File: config.mk
export PLATFORM = sky130hd
export DESIGN_NAME = multi_channel_serializer
export DESIGN_NICKNAME = d
export VERILOG_FILES = /design/src/rtl/tx_serializer_pkg.sv /design/src/rtl/rr_arbiter.sv /design/src/rtl/multi_channel_serializer.sv
export SDC_FILE = /design/constraint.sdc
export NUM_CORES = 1
export LEC_CHECK = 0
export CAP_MARGIN = 20
export CORE_AREA = 2 2 135 137
export DETAILED_ROUTE_END_ITERATION = 6
export DIE_AREA = 0 0 137 139
export PLACE_DENSITY = 0.67
export SETUP_SLACK_MARGIN = 0.05
export SLEW_MARGIN = 20
export SYNTH_ARGS = -nofsm -noshare
export SYNTH_HDL_FRONTEND = slang
export SYNTH_SLANG_ARGS = --single-unit
File: constraint.sdc
create_clock -name TX_ACLK -period 2.9 [get_ports TX_ACLK]
set_clock_uncertainty 0.15 [all_clocks]
set_input_delay 0.435 -clock TX_ACLK [delete_from_list [all_inputs] [get_ports TX_ACLK]]
set_output_delay 0.435 -clock TX_ACLK [all_outputs]
set_load 0.005 [all_outputs]
File: src/rtl/tx_serializer_pkg.sv
// Shared types and helpers for the multi-channel TX serializer: FSM encoding,
// channel-index width and channel-slice addressing of the packed TDATA bus.
package tx_serializer_pkg;

    typedef enum logic [0:0] {
        ST_IDLE   = 1'b0,
        ST_STREAM = 1'b1
    } state_e;

    // Channel index width, never narrower than one bit.
    function automatic int ch_width(input int ch_num);
        return (ch_num > 1) ? $clog2(ch_num) : 1;
    endfunction

    // LSB of channel ch inside a packed bus of width-bit slices.
    function automatic int slice_lsb(input int ch, input int width);
        return ch * width;
    endfunction

endpackage

File: src/rtl/rr_arbiter.sv
// Combinational round-robin pick: search starts one past the last grant and
// wraps explicitly mod CH_NUM, so a non-power-of-two channel count never grants an unused index.
module rr_arbiter
    import tx_serializer_pkg::*;
#(
    parameter int CH_NUM = 4,
    parameter int CH_W   = ch_width(CH_NUM)
) (
    input  logic [CH_NUM-1:0] req,
    input  logic [CH_W-1:0]   last_ptr,
    output logic [CH_W-1:0]   grant_idx,
    output logic              grant_vld
);

    logic [CH_W-1:0] cand_s;
    logic            hit_s;
    logic            found_s;
    logic [CH_W-1:0] grant_idx_s;

    // Walk candidates in priority order and latch the first requesting one.
    always_comb begin
        cand_s      = '0;
        hit_s       = 1'b0;
        found_s     = 1'b0;
        grant_idx_s = '0;
        for (int k = 1; k <= CH_NUM; k++) begin
            cand_s      = CH_W'((int'(last_ptr) + k) % CH_NUM);
            hit_s       = req[cand_s] & ~found_s;
            found_s     = found_s | hit_s;
            grant_idx_s = hit_s ? cand_s : grant_idx_s;
        end
    end

    assign grant_idx = grant_idx_s;
    assign grant_vld = found_s;

endmodule

File: src/rtl/multi_channel_serializer.sv
// Merges CH_NUM first-word-fall-through channel FIFOs into one TX word stream,
// one whole frame at a time, with downstream pause and a runaway-frame guard.
module multi_channel_serializer
    import tx_serializer_pkg::*;
#(
    parameter int S_AXIS_TDATA_WIDTH = 64,
    parameter int TX_RX_M_AXIS_WIDTH = 64,
    parameter int CH_NUM             = 4,
    parameter int MAX_FRAME_WORDS    = 256,
    parameter int ID_INSERT          = 0,
    parameter int ID_LSB             = 56
) (
    input  logic                                   TX_ACLK,
    input  logic                                   TX_ARESET,
    input  logic [CH_NUM*S_AXIS_TDATA_WIDTH-1:0]   S_AXIS_TDATA,
    input  logic [CH_NUM-1:0]                      S_AXIS_TUSER,
    input  logic [CH_NUM-1:0]                      S_AXIS_TLAST,
    input  logic [CH_NUM-1:0]                      DATA_EMPTY,
    input  logic                                   PLS_WAIT,
    output logic [TX_RX_M_AXIS_WIDTH-1:0]          SERIALIZED_DATA,
    output logic                                   WR_EN,
    output logic [CH_NUM-1:0]                      RE_EN,
    output logic [ch_width(CH_NUM)-1:0]            CUR_CH,
    output logic                                   FRAME_DONE,
    output logic                                   FRAME_ERR
);

    localparam int S_W   = S_AXIS_TDATA_WIDTH;
    localparam int M_W   = TX_RX_M_AXIS_WIDTH;
    localparam int CH_W  = ch_width(CH_NUM);
    localparam int CNT_W = $clog2(MAX_FRAME_WORDS + 1);
    localparam logic [CNT_W-1:0] CNT_LAST  = CNT_W'(MAX_FRAME_WORDS - 1);
    localparam logic [CH_W-1:0]  LAST_INIT = CH_W'(CH_NUM - 1);

    state_e             state_r;
    state_e             state_next_s;
    logic [CH_W-1:0]    sel_r;
    logic [CH_W-1:0]    last_r;
    logic [CH_W-1:0]    cur_ch_r;
    logic [CNT_W-1:0]   cnt_r;
    logic [M_W-1:0]     data_r;
    logic               wr_en_r;
    logic               frame_done_r;
    logic               frame_err_r;

    logic [CH_W-1:0]    grant_idx_s;
    logic               grant_vld_s;
    logic               pop_s;
    logic               cnt_max_s;
    logic               frame_end_s;
    logic               forced_s;
    logic               stamp_s;
    logic [CH_NUM-1:0]  re_en_s;
    logic [M_W-1:0]     raw_word_s;
    logic [M_W-1:0]     word_s;

    rr_arbiter #(
        .CH_NUM (CH_NUM),
        .CH_W   (CH_W)
    ) u_rr_arbiter (
        .req       (~DATA_EMPTY),
        .last_ptr  (last_r),
        .grant_idx (grant_idx_s),
        .grant_vld (grant_vld_s)
    );

    // FSM state register.
    always_ff @(posedge TX_ACLK or posedge TX_ARESET) begin
        if (TX_ARESET) begin
            state_r <= ST_IDLE;
        end else begin
            state_r <= state_next_s;
        end
    end

    // FSM next-state: leave IDLE on any grant, leave STREAM after the frame's last pop.
    always_comb begin
        state_next_s = state_r;
        case (state_r)
            ST_IDLE: begin
                if (grant_vld_s) state_next_s = ST_STREAM;
                else             state_next_s = ST_IDLE;
            end
            ST_STREAM: begin
                if (pop_s && frame_end_s) state_next_s = ST_IDLE;
                else                      state_next_s = ST_STREAM;
            end
            default: state_next_s = ST_IDLE;
        endcase
    end

    // FSM outputs: pop strobe for the granted channel; reset kills it asynchronously.
    always_comb begin
        re_en_s     = '0;
        cnt_max_s   = (cnt_r == CNT_LAST);
        frame_end_s = S_AXIS_TLAST[sel_r] | cnt_max_s;
        forced_s    = cnt_max_s & ~S_AXIS_TLAST[sel_r];
        pop_s       = (state_r == ST_STREAM) & ~DATA_EMPTY[sel_r] & ~PLS_WAIT & ~TX_ARESET;
        if (pop_s) re_en_s[sel_r] = 1'b1;
        else       re_en_s        = '0;
    end

    // Head word of the granted channel, zero-extended, with optional channel-ID stamp on headers.
    always_comb begin
        raw_word_s = M_W'(S_AXIS_TDATA[slice_lsb(int'(sel_r), S_W) +: S_W]);
        stamp_s    = (ID_INSERT != 0) && S_AXIS_TUSER[sel_r];
        word_s     = raw_word_s;
        if (stamp_s) word_s[ID_LSB +: CH_W] = sel_r;
        else         word_s = raw_word_s;
    end

    // Grant bookkeeping, frame word counter and registered output stage.
    always_ff @(posedge TX_ACLK or posedge TX_ARESET) begin
        if (TX_ARESET) begin
            sel_r        <= '0;
            last_r       <= LAST_INIT;
            cur_ch_r     <= '0;
            cnt_r        <= '0;
            data_r       <= '0;
            wr_en_r      <= 1'b0;
            frame_done_r <= 1'b0;
            frame_err_r  <= 1'b0;
        end else begin
            wr_en_r      <= pop_s;
            frame_done_r <= pop_s & frame_end_s;
            frame_err_r  <= pop_s & forced_s;
            if (pop_s) begin
                data_r <= word_s;
                cnt_r  <= frame_end_s ? '0 : cnt_r + 1'b1;
            end else begin
                data_r <= data_r;
                cnt_r  <= cnt_r;
            end
            if ((state_r == ST_IDLE) && grant_vld_s) begin
                sel_r    <= grant_idx_s;
                last_r   <= grant_idx_s;
                cur_ch_r <= grant_idx_s;
            end else begin
                sel_r    <= sel_r;
                last_r   <= last_r;
                cur_ch_r <= cur_ch_r;
            end
        end
    end

    assign RE_EN           = re_en_s;
    assign SERIALIZED_DATA = data_r;
    assign WR_EN           = wr_en_r;
    assign CUR_CH          = cur_ch_r;
    assign FRAME_DONE      = frame_done_r;
    assign FRAME_ERR       = frame_err_r;

endmodule

==> metrics.md <==
| Metric | Value |
|---|---|
| Run status | `finished clean` |
| Synth async-reset ratio | `100%` |
| Lkg Pwr | `3.72 nW` |
| Syn Nets | `729` |
| Antenna fix cells | `0` |
| Commonest non-fill, non-tap cell in the layout | `clkdlybuf4s50_1` |
| Clk slew on worst S/H paths | `0.06 ns` |
| I/O pin count | `344` |
| Drt drc | `0` |
| Met3 global-route usage | `3.40%` |
| Hold Slack | `0.320 ns` |
| Buf/Inv on CP | `2` |
| Die H | `139 um` |
| Largest fanout on the critical path | `3` |
| WL final | `17,100 um` |
| TNS Setup | `0 ns` |
| WP data arrival | `2.17 ns` |
| Clk buf depth | `2` |
| Design Area, Final | `0.00888 sq mm` |
| All-Layer GR Usage | `17.9%` |
| Most frequent cells in the layout | `clkdlybuf4s50_1 (339), nand2_1 (205), dfrtp_1 (77)` |
| Worst endpoint required time | `2.32 ns` |
| Post-CTS setup buffer count | `0` |
| CP Launch Point | `TX_ARESET` |
| Vias | `4,779` |
| CP delay by family, top | `buffers and inverters` |
| Hold-fix buffers, CTS | `0` |
| Routed len/inst | `16.7 um` |
| Quantity of gates resized following cts | `0` |
| EDFF count, synth | `0` |
| Pre-Repair DR Iteration Count | `6` |
| Vias per inst | `4.68` |
| Synth cell types | `45` |
| Num CTS Buffers | `9` |
| Final Cycle Share | `94.9%` |
| Input/output buffers | `339` |
| #FFs+latches synth | `81` |
| Worst-skew pair later-pin latency | `0.33 ns` |
| Sink Count | `81` |
| 1st-iter DRT viols | `196` |
| Remaining antenna violation count | `0` |
| Worst hold start | `SERIALIZED_DATA[63]` |
| Max Freq | `0.363 GHz` |
| Yosys warns | `0` |
| Dominant synthesized flop cell | `dfrtp_1` |
| Die area | `0.0190 sq mm` |
| First-pass GRT wire length | `26,100 um` |
| Final setup fails | `0` |
| Cells after Synth | `456` |
| Measured slew at the worst slew-check pin | `0.621 ns` |
| Area grow syn2layout | `79.9%` |
| GR peak layer | `met2` |
| Area after DPL | `0.00857 sq mm` |
| CTS tree | `yes` |
| Slowest stage cell, crit path | `clkdlybuf4s50_1` |
| Cell Pwr Density | `748 mW/mm^2` |
| Maximum Capacitance Violations | `0` |
| RSZ-0062 raised after global routing | `false` |
| Setup ws final | `0.148 ns` |
| Layout Nets | `1,061` |
| Synth area leaders | `dfrtp_1 (40%), mux4_2 (30%), nand2_1 (16%), buf_2 (1.6%), dfstp_2 (1.1%)` |
| Startpoint types | `primary input` |
| Cell taking the most area after synthesis | `dfrtp_1` |
| Die width | `137 um` |
| Number of global-route vias before repair | `4,966` |
| Post-Syn Area per Cell | `10.8 sq um` |
| Largest net degree at the start of global routing | `39` |
| H-tree lvl count | `3` |
| Total core area | `0.0177 sq mm` |
| Met1 usage | `21.8%` |
| Fraction of layout cells with a size suffix above 1 | `13.9%` |
| Row cnt | `49` |
| Final Max Tran Viols | `0` |
| Slowest stage delay, CP | `0.58 ns` |
| Total power | `0.00665 W` |
| Hold Path Class | `flip-flop to flip-flop` |
| Yosys top cell area share | `40.0%` |
| Gpl congestion | `0.781` |
| R2r startpoint | `cnt_r[0]` |
| Met2 Track Usage GR | `30.6%` |
| Final hold violations | `0` |
| CP most frequent cell | `clkdlybuf4s50_1` |
| Worst path cell trace | `clkdlybuf4s50_1 > or3b_2 > nor4_1 > clkdlybuf4s50_1` |
| Post-route minimum period | `2.75 ns` |
| Grt ovf | `0` |
| Initial Util | `28.0%` |
| Crit Path Category | `primary input to output pin` |
| Mapped cell area | `0.00494 sq mm` |
| Max-slew headroom | `58.5%` |
| Initial antenna violation count | `0` |
| Critical path endpoint category | `output pin` |
| Worst vdd ir | `0.355 mV` |
| Post-DP HPWL | `13,800 um` |
| Post-synthesis sequential area ratio | `41.1%` |
| Root buffer cell | `clkbuf_16` |
| Place WS | `0.173 ns` |
-- area by class of cell --
class | instances | area (sq um)
clock buffer | 10 | 229
tap | 229 | 287
clock inverter | 6 | 82.6
inverter | 4 | 17.5
fill | 1642 | 8770
multi-input combinational | 339 | 2710
sequential | 81 | 2030
timing repair buffer | 353 | 3520
-- per-layer routing --
layer | up-vias | share of wire, %
met5 | - | 0
met4 | 0 | 2.6
met3 | 29 | 7.5
met2 | 191 | 50
met1 | 2283 | 40
li1 | 2276 | -
-- Yosys cell counts (all sizes together), types with 2 or more instances --
master    n
nor2b     2
dfrtp    79
nand3     4
nand2   206
a21oi     3
mux4     66
ha        2
nor3      3
a22o      2
nor3b     5
and3      3
inv       3
dfstp     2
o311ai    2
nand2b    5
buf      25
nor4      3
clkbuf    7
or2       2
nor2     12
o21ai     6
or3b      2
-- sequential cells by signal (all words and copies together), names as in the netlist --
signal	cells
CUR_CH	2
cnt_r	9
state_r	1
last_r	2
FRAME_DONE	1
WR_EN	1
FRAME_ERR	1
SERIALIZED_DATA	64
-- through the flow --
step / utilization [%] / std cells
after floorplan: - / 456
after global placement: 48.6 / 1006
after detailed placement: 48.6 / 1006
after CTS: 50.3 / 1022
after global routing: 50.3 / 1022
final: 50.3 / 1022
-- path summary, 6_finish.rpt --
path                                       endpoint  slack (ns)  cells past startpoint
worst min-delay path            SERIALIZED_DATA[63]        0.32                      2
worst max-delay path                       RE_EN[0]        0.15                      4
worst min register to register  SERIALIZED_DATA[63]        0.32                      2
min in group asynchronous                 CUR_CH[0]        0.40                      2
worst max register to register             cnt_r[5]        0.70                      8
max in group asynchronous                 FRAME_ERR        1.58                      3
-- where the power goes --
part / switching, W / internal [W]
Clock: 0.000452 / 0.000750
Combinational: 0.00140 / 0.00213
Sequential: 0.000305 / 0.00162
Total: 0.00215 / 0.00450
-- tightest hold or removal path, delay by kind of cell, from the launching register on --
| family | cells | cell delay (ns) |
|---|---|---|
| flops | 1 | 0.34 |
| simple gates | 2 | 0.10 |
-- logic make-up (layout without fill, tap and decap cells) --
| kind of cell | Yosys count | after routing | share of synthesized area, % |
|---|---|---|---|
| flops | 81 | 81 | 41.1 |
| buf+inv | 36 | 373 | 4.00 |
| compound gates | 21 | 21 | 3.17 |
| fa+ha+maj | 2 | 2 | 0.507 |
| mux | 66 | 66 | 30.1 |
| simple gates | 250 | 250 | 21.1 |
No activity file was read; power rests on OpenSTA's default activity.
